===== src/rtl/demux_l2_sched.sv =====
// demux_l2_sched: strict round-robin byte striping over enabled lanes with per-lane pause stall.
module demux_l2_sched (
   input  logic       clk_4f,
   input  logic       reset,
   input  logic [7:0] Entrada,
   input  logic       validEntrada,
   input  logic [3:0] lane_enable,
   input  logic [3:0] fifo_pause,
   output logic       ready,
   output logic [7:0] Salida0,
   output logic [7:0] Salida1,
   output logic [7:0] Salida2,
   output logic [7:0] Salida3,
   output logic       validSalida0,
   output logic       validSalida1,
   output logic       validSalida2,
   output logic       validSalida3,
   output logic [1:0] selector,
   output logic       stall,
   output logic [7:0] stripe_count
);
   typedef enum logic [1:0] {IDLE, RUN, STALL} state_t;
   state_t     state_q, state_d;
   logic [3:0] mask_q, mask_d;
   logic [1:0] sel_q, sel_d;
   logic [7:0] stripe_q, stripe_d;
   logic [7:0] sal_q [4];
   logic [3:0] vld_q;
   logic       accept, has_next;
   logic [1:0] next_sel, low_en;

   // Descending scan leaves the lowest qualifying index in each result.
   always_comb begin
      has_next = 1'b0;
      next_sel = sel_q;
      low_en   = 2'd0;
      for (int i = 3; i >= 0; i--) begin
         if (mask_q[i] && i > int'(sel_q)) begin
            has_next = 1'b1;
            next_sel = i[1:0];
         end
         if (lane_enable[i]) low_en = i[1:0];
      end
   end

   always_comb begin
      ready  = (state_q == RUN) && !fifo_pause[sel_q];
      accept = ready && validEntrada;
      stall  = (state_q == STALL);
   end

   always_comb begin
      state_d  = state_q;
      mask_d   = mask_q;
      sel_d    = sel_q;
      stripe_d = stripe_q;
      case (state_q)
         IDLE: begin
            mask_d = lane_enable;
            if (|lane_enable) begin
               state_d = RUN;
               sel_d   = low_en;
            end
         end
         RUN: begin
            if (fifo_pause[sel_q]) state_d = STALL;
            else if (accept) begin
               if (has_next) sel_d = next_sel;
               else begin
                  stripe_d = stripe_q + 8'd1;
                  mask_d   = lane_enable;
                  if (|lane_enable) sel_d = low_en;
                  else state_d = IDLE;
               end
            end
         end
         STALL: state_d = fifo_pause[sel_q] ? STALL : RUN;
         default: state_d = IDLE;
      endcase
   end

   always_ff @(posedge clk_4f or negedge reset) begin
      if (!reset) begin
         state_q  <= IDLE;
         mask_q   <= 4'd0;
         sel_q    <= 2'd0;
         stripe_q <= 8'd0;
         vld_q    <= 4'd0;
         for (int i = 0; i < 4; i++) sal_q[i] <= 8'd0;
      end else begin
         state_q  <= state_d;
         mask_q   <= mask_d;
         sel_q    <= sel_d;
         stripe_q <= stripe_d;
         vld_q    <= accept ? (4'b0001 << sel_q) : 4'd0;
         for (int i = 0; i < 4; i++)
            if (accept && int'(sel_q) == i) sal_q[i] <= Entrada;
      end
   end

   assign Salida0      = sal_q[0];
   assign Salida1      = sal_q[1];
   assign Salida2      = sal_q[2];
   assign Salida3      = sal_q[3];
   assign validSalida0 = vld_q[0];
   assign validSalida1 = vld_q[1];
   assign validSalida2 = vld_q[2];
   assign validSalida3 = vld_q[3];
   assign selector     = sel_q;
   assign stripe_count = stripe_q;
endmodule


===== config.mk =====
export PLATFORM = sky130hd
export DESIGN_NAME = demux_l2_sched
export DESIGN_NICKNAME = d
export VERILOG_FILES = /design/src/rtl/demux_l2_sched.sv
export SDC_FILE = /design/constraint.sdc
export NUM_CORES = 1
export LEC_CHECK = 0
export CAP_MARGIN = 10
export CORE_ASPECT_RATIO = 0.8
export CORE_MARGIN = 3
export CORE_UTILIZATION = 47
export CTS_CLUSTER_DIAMETER = 80
export DETAILED_ROUTE_END_ITERATION = 16
export PLACE_DENSITY = 0.82
export SYNTH_ARGS = -nofsm -noshare
export SYNTH_HDL_FRONTEND = slang
export SYNTH_SLANG_ARGS = --single-unit

===== constraint.sdc =====
create_clock -name clk_4f -period 2.35 [get_ports clk_4f]
set_input_delay 0.47 -clock clk_4f [delete_from_list [all_inputs] [get_ports clk_4f]]
set_output_delay 0.47 -clock clk_4f [all_outputs]
set_load 0.02 [all_outputs]

==> reports/results.ini, run 1 <==
[clock_tree]
cts_buffer_depth=2
cts_htree_levels=2
cts_tree=built
cts_root_buf=clkbuf_8
clk-insertion-delay-late_ps=300
clk_pin_slew_ps=90
cts_buffers=5
hold_buffers=0
clock-sinks=51

[route]
antenna_left=0
vias_per_cell=5.28
drt-total-wl_um=4940
vias=1616
drt_first_pass_iters=4
post-route-drc-count=0
routedWlPerCell_um=16.2
dr.first_iter.drc_count=55

[cells_and_area]
ff_latch_area_um2=1280
final_common_cell=clkdlybuf4s50_1
fillCellCount=335
fin_nets=268
mostFrequentLayoutCells=clkdlybuf4s50_1, dfrtp_1, mux2_2
n_antenna_cell=0
drive_gt1_share_pct=26.5
synthToLayoutAreaGrowth_pct=40.4
final_cell_count_no_fill=306
multi_input_area_um2=918

[power_and_ir_drop]
cellPowerDensity_nw_per_um2=1320
p_leak_nw=1.46
irDropWorstVdd_v=0.000714

[logic_synthesis]
async_flop_share_pct=100
synth_cell_types=42
synth_edf_count=0
syn-num-nets=187
syn_avg_cell_area_um2=13.5
ys_seq_area_share_pct=56.8
ys_ff_latch=51
synth_flop_cell=dfrtp_1
synth_warnings=0
syn_inst=167
syn_area_um2=2250

[grt]
grt.total_usage_pct=18.6
met1_usage_pct=24.2
grt_use_met2_pct=31.6
grt_util_met3_pct=4.57
grt_max_degree=31
grt_first_pass_wirelength_um=8110
busiest_layer=met2
antenna_found_initial=0
gr-total-overflow=0
grt_pass1_vias=1617

[place]
dp.cells=298
routabilityCongestion=0.757
dp_hpwl_um=3790
io_buffers=66
place_ws_ps=-405

[die]
fp.dieW_um=83.3
core_area_um2=4390
fp-row-count=21
dieArea_um2=5650
io_pins=67
die_y_um=67.8
initial_core_util_pct=51.2

[sta]
finalCritPeriodShare_pct=96.8
worst_pin_slew_ps=639
worst_slew_margin_rel_pct=57.4
rsz0062_at_grt=false
setup_viol=0
finalCriticalPeriod_ps=2270
maxSlewViolCount=0
max_clock_freq_mhz=440
clock_skew_ps=9.02
setup_tns_ps=0
setup_ws_ps=76.0
finalHoldViolCount=0

[setup_path]
start_kind=primary input
critPathMaxFanout=2
crit_type=in2out
cp-end-kind=primary output
critPathRequiredTime_ps=1880
crit_path_start=fifo_pause[0]
arrival_ps=1800
r2r_start=selector[0]

[run]
cap_violations=0

[outcome]
status=finished, final reports clean

[worst_hold_path]
min_path_type=in2async

cell usage after synthesis (2+ instances only):
cell type	number	area, um^2
nor2_1	4	15.0
mux2_4	8	120
buf_2	4	20.0
xor2_1	7	61.3
nor4_1	5	31.3
mux2_2	26	293
inv_1	6	22.5
o21a_1	2	15.0
nor4b_1	2	17.5
nor4bb_1	2	20.0
mux2_1	2	22.5
nand3_1	2	10.0
buf_6	2	22.5
dfrtp_1	51	1280
nand2b_1	3	18.8
nand2_1	5	18.8
nand4_1	2	12.5
a21oi_1	4	20.0
nor3_1	4	20.0
or4_1	2	15.0
o31ai_1	3	22.5
routing by layer:
| layer | vias up | wire length, um |
|---|---|---|
| met4 | 0 | 53 |
| met1 | 805 | 2230 |
| met2 | 38 | 2460 |
| met3 | 7 | 202 |
| li1 | 766 | - |
| met5 | - | 0 |
logic make-up after synthesis:
kind of cell             count (synthesis)  synth area share [%]
flip-flops                              51                  56.8
XOR/XNOR                                 7                  2.73
buffers and inverters                   13                  3.06
adder cells (fa/ha/maj)                  1                 0.557
multiplexers                            37                  20.4
AND/OR/NAND/NOR                         42                  11.5
AO/OA/AOI/OAI                           16                  4.96
sequential cells by signal, summed over array words and instances (netlist names):
name	cells
vld_q	4
state_q	2
stripe_count	8
Salida3	8
selector	2
Salida0	8
mask_q	3
Salida1	8
Salida2	8
per-stage QoR:
stage | utilization, % | cell area (um^2) | total power, mW | hold WS [ps]
2_1_floorplan | - | 2250 | 2.67 | 174
3_3_place_gp | 69.4 | 3050 | 3.60 | 459
3_5_place_dp | 69.4 | 3050 | 3.66 | 462
4_1_cts | 71.5 | 3140 | 4.18 | 197
5_1_grt | 71.9 | 3150 | 4.41 | 234
6_report | 71.9 | 3150 | 4.17 | 185
worst paths after layout:
check	endpoint	slack [ps]	cells after the start
max reg2reg	mask_q[3]	390	4
max	ready	80	6
min in group clk_4f	stripe_count[7]	470	1
min reg2reg	stripe_count[7]	470	1
max in group asynchronous	state_q[1]	1500	2
min	Salida3[0]	180	1
area by class of cell:
type                            instances  share of cell area (%)
Sequential cell                        51                    40.5
Clock inverter                          1                   0.278
Tap cell                               57                    2.26
Clock buffer                            7                    2.74
Multi-Input combinational cell        103                    29.1
Inverter                                6                   0.714
Timing Repair Buffer                   81                    24.4
timing repair:
item / CTS / global route
buffers inserted: 0 / 0
endpoints found under the setup margin: 1 / 1
hold endpoints to repair: 0 / 0
resized for setup: 5 / 6
pin swaps: 0 / 1
where the power goes:
group / total, mW / switching, mW / internal [mW]
clock network: 0.519 / 0.277 / 0.242
registers: 1.49 / 0.253 / 1.24
logic: 2.16 / 1.01 / 1.14
worst max-delay path, stage by stage:
cell and delay, ps:
clkdlybuf4s50_1 420, mux4_2 510, nor2_4 140, nand2_2 70
inv_2 60, buf_4 130
(Power assumes the default switching activity.)
==> inputs of run 2 (changes only) <==
CELL_PAD_IN_SITES_DETAIL_PLACEMENT = 1   (was unset)
CELL_PAD_IN_SITES_GLOBAL_PLACEMENT = 2   (was unset)
CORE_UTILIZATION = 30   (was 47)
PLACE_DENSITY = 0.8   (was 0.82)
==> run 2 against run 1 <==
Effect of this change: clock skew is essentially flat; clock power increased by 35%; setup slack improved by 110 ps; hold slack worse by 25 ps; global-route usage shrank 5.1 points; non-clock buffer count shrank 1; sequential share of layout area fell by 1.0 points; maximum frequency rose by 5.0%; flip-flop and latch count is the same; total power grew 4.3%; largest cell class unchanged; largest power group unchanged.
==> reports/results.ini, run 2 (synthesis gave the netlist of run 1 again) <==
[outcome]
status=finished, final reports clean

[power_and_ir_drop]
irDropWorstVdd_v=0.000529
p_switching_mw=1.54
power_frac_clock_pct=16.2
switching_share_pct=35.4
p_int_mw=2.81
seq_power_share_pct=34.4
cellPowerDensity_nw_per_um2=1340
combPwrFrac_pct=49.4
p_leak_nw=1.49

[route]
dr.first_iter.drc_count=32
routedWlPerCell_um=16.3
drt_first_pass_iters=2
antenna_left=0
vias=1630
drt-total-wl_um=5450
vias_per_cell=4.87
post-route-drc-count=0

[place]
routabilityCongestion=0.742
io_buffers=66
dp_hpwl_um=4120
place_ws_ps=-459
dp.cells=327

[cells_and_area]
fillCellCount=751
drive_gt1_share_pct=25.8
mostFrequentLayoutCells=clkdlybuf4s50_1, dfrtp_1, mux2_2
ff_latch_area_um2=1280
final_common_cell=clkdlybuf4s50_1
fin_util_pct=45.8
final_cell_count_no_fill=335
fin_nets=267
n_antenna_cell=0
multi_input_area_um2=911
synthToLayoutAreaGrowth_pct=44.0

[die]
dieArea_um2=8570
initial_core_util_pct=31.8
die_y_um=83.4
fp-row-count=27
core_area_um2=7060
fp.dieW_um=103
io_pins=67

[sta]
setup_viol=0
finalCriticalPeriod_ps=2170
rsz0062_at_grt=false
worst_slew_margin_rel_pct=62.6
max_clock_freq_mhz=462
clock_skew_ps=8.84
maxSlewViolCount=0
finalCritPeriodShare_pct=92.1
finalHoldViolCount=0
worst_pin_slew_ps=560
setup_ws_ps=184
setup_tns_ps=0
whs_ps=159

[setup_path]
crit_path_start=state_q[1]
crit_end=stall
r2r_end=Salida0[7]
r2r_start=state_q[1]
r2r_slack_ps=380
critPathRequiredTime_ps=1880
start_kind=flip-flop
crit_type=reg2out
critPathMaxFanout=12
reg2reg_depth=5
arrival_ps=1700
cp-end-kind=primary output

[clock_tree]
clk_pin_slew_ps=90
clk-insertion-delay-late_ps=290
cts_buffers=5
cts_buffer_depth=2
cts_tree=built
clock-sinks=51
cts_root_buf=clkbuf_8
cts_htree_levels=2

[run]
cap_violations=0

[grt]
grt.total_usage_pct=13.5
grt_first_pass_wirelength_um=9170
antenna_found_initial=0
grt_pass1_vias=1795
grt_max_degree=29
gr-total-overflow=0

[worst_hold_path]
min_path_type=in2async

run 2: how the worst min path moves through the flow:
stage	endpoint	slack, ps	cells past startpoint
after floorplan	Salida0[0]	170	0
after global placement	stripe_count[7]	450	1
after detailed placement	stripe_count[7]	470	1
after CTS	Salida2[4]	170	1
after global routing	Salida2[4]	190	1
final	Salida2[4]	160	1
run 2: worst max-delay path: stages, from the launching register on:
cell             delay (ps)
dfrtp_1                 570
and2b_1                 220
clkdlybuf4s50_1         610
run 2: layout make-up:
class	count	area share, %
Clock inverter	2	1.86
Timing Repair Buffer	80	24.2
Sequential cell	51	39.4
Tap cell	87	3.36
Clock buffer	6	2.24
Multi-Input combinational cell	103	28.2
Inverter	6	0.696
run 2: what timing repair did:
action | CTS | global route
buffers inserted | 0 | 0
hold buffers | 0 | 0
pin swaps | 0 | 1
setup endpoints to repair | 1 | 1
gates resized for setup | 5 | 7
run 2: power by group through the flow:
stage	clock network, mW	logic [mW]	registers, mW
floorplan	0	0.816	1.85
global placement	0	2.12	1.51
detailed placement	0	2.15	1.51
CTS	0.729	2.16	1.50
global route	0.773	2.30	1.56
finish	0.702	2.15	1.50
run 2: routing by layer:
metal,wire length (um),GRT usage (%),vias up
met5,0,0,-
met4,38,3.18,0
met3,278,3.44,2
met2,2420,20.5,42
met1,2720,19.4,821
li1,-,-,765
run 2: through the flow:
step           power, mW  instance area [um^2]
2_1_floorplan       2.67                  2250
3_3_place_gp        3.63                  3090
3_5_place_dp        3.67                  3090
4_1_cts             4.39                  3220
5_1_grt             4.64                  3240
6_report            4.35                  3240
==> inputs of run 3 (changes only) <==
MAX_ROUTING_LAYER = met4   (was unset)
SETUP_SLACK_MARGIN = 0.2   (was unset)
==> run 3 against run 2 <==
Effect of this change: global-route usage is 0.57 points higher; register-to-register slack worse by 30 ps; flip-flop and latch count is the same; design area increased by 1.0%; clock-buffer cell count unchanged; first-iteration DRC count is 3.1% lower; final cell count grew 1.8%; clock power barely moved; clock skew is essentially flat; sequential power barely moved; largest power group unchanged.
==> reports/results.ini, run 3 (synthesis gave the netlist of run 1 again) <==
[power_and_ir_drop]
p_total_mw=4.42
cellPowerDensity_nw_per_um2=1350
irDropWorstVdd_v=0.000531
p_leak_nw=1.51

[route]
antenna_left=0
routedWlPerCell_um=16.2
dr.first_iter.drc_count=31
drt_first_pass_iters=3
vias_per_cell=4.84
post-route-drc-count=0
vias=1651
drt-total-wl_um=5510

[die]
io_pins=67
initial_core_util_pct=31.8
fp-row-count=27
core_area_um2=7060
fp.dieW_um=103
die_y_um=83.4
dieArea_um2=8570

[worst_hold_path]
min_path_type=in2async

[sta]
max_clock_freq_mhz=475
setup_tns_ps=0
rsz0062_at_grt=true
finalCriticalPeriod_ps=2100
worst_pin_slew_ps=559
finalCritPeriodShare_pct=89.6
finalHoldViolCount=0
maxSlewViolCount=0
clock_skew_ps=8.90
worst_slew_margin_rel_pct=62.8
setup_viol=0
setup_ws_ps=245
whs_ps=159

[setup_path]
critPathRequiredTime_ps=1880
critPathMaxFanout=2
arrival_ps=1630
r2r_end=state_q[0]
cp_slowest_cell=mux4_2
path_cells=dlygate4sd2_1 > mux4_2 > nor2_2 > nand2_1 > inv_1 > buf_6
r2r_start=selector[0]
crit_type=in2out
slowest_delay_ps=520
start_kind=primary input
critical_path.top_delay_family=multiplexers
path_buf_inv=3
r2r_slack_ps=350
cp-end-kind=primary output
reg2reg_depth=9

[grt]
grt_first_pass_wirelength_um=9330
grt_pass1_vias=1835
gr-total-overflow=0
grt.total_usage_pct=14.1
antenna_found_initial=0
grt_max_degree=29

[clock_tree]
cts_tree=built
cts_buffers=5
cts_htree_levels=2
clk_pin_slew_ps=90
cts_buffer_depth=2
cts_root_buf=clkbuf_8
clk-insertion-delay-late_ps=290
clock-sinks=51
hold_buffers=0

[cells_and_area]
final_cell_count_no_fill=341
fin_nets=273
n_antenna_cell=0
mostFrequentLayoutCells=clkdlybuf4s50_1, dfrtp_1, mux2_2
synthToLayoutAreaGrowth_pct=45.5
drive_gt1_share_pct=27.6
final_common_cell=clkdlybuf4s50_1

[place]
place_ws_ps=-459
routabilityCongestion=0.751
dp_hpwl_um=4120
dp.cells=327
io_buffers=66

[outcome]
status=finished, final reports clean

[run]
cap_violations=0

-- run 3: changes by cell type in the layout (fill, tap and decap cells not counted), sizes merged --
| cell | previous run | this run |
|---|---|---|
| buf | 16 | 22 |
| clkdlybuf4s50 | 60 | 59 |
| dlymetal6s2s | 4 | 1 |
| dlygate4sd2 | 0 | 4 |
-- run 3: worst register-to-register path, cell delays in order, from the launching register on --
cell,delay [ps]
dfrtp_1,380
mux4_2,560
nor2_2,130
nand2_1,80
buf_4,140
buf_4,120
buf_4,120
buf_4,120
buf_4,120
o211ai_1,170
-- run 3: area by class of cell --
class                      instances  area [um^2]
timing repair buffer              86          817
fill                             757         3790
clock buffer                       6         72.6
multi-input combinational        103          911
inverter                           6         22.5
clock inverter                     2         60.1
sequential                        51         1280
tap                               87          109
-- run 3: metal layers --
layer | share of wire, % | track usage, % | vias up | wire length, um
met5 | 0 | - | - | 0
met4 | 0.69 | 3.18 | 0 | 38
met3 | 4.6 | 3.02 | 4 | 251
met2 | 45 | 21.0 | 42 | 2460
met1 | 50 | 19.7 | 829 | 2760
li1 | - | - | 776 | -
-- run 3: worst max path at each step --
stage	start	endpoint	slack, ps	cells past startpoint
after global routing	selector[0]	ready	140	5
after detailed placement	fifo_pause[3]	ready	-460	6
final	fifo_pause[3]	ready	250	6
after floorplan	selector[0]	ready	370	5
after global placement	fifo_pause[3]	ready	-440	6
after CTS	selector[0]	ready	200	5
-- run 3: power by group --
part	switching, mW	total, mW	leakage, nW	internal [mW]
clock	0.276	0.701	0.0654	0.425
combinational	1.02	2.23	0.804	1.20
sequential	0.253	1.50	0.639	1.24
total	1.55	4.42	1.51	2.87
-- run 3: through the flow --
step | util [%] | instance area [um^2]
final | 46.3 | 3270
after floorplan | - | 2250
after detailed placement | 43.8 | 3090
after global routing | 46.3 | 3270
after global placement | 43.8 | 3090
after CTS | 46.2 | 3260
-- run 3: what timing repair did --
action                     in CTS  in global routing
buffers inserted                5                  1
setup endpoints to repair       2                  2
resized for setup              12                  1
pin swaps                       1                  1
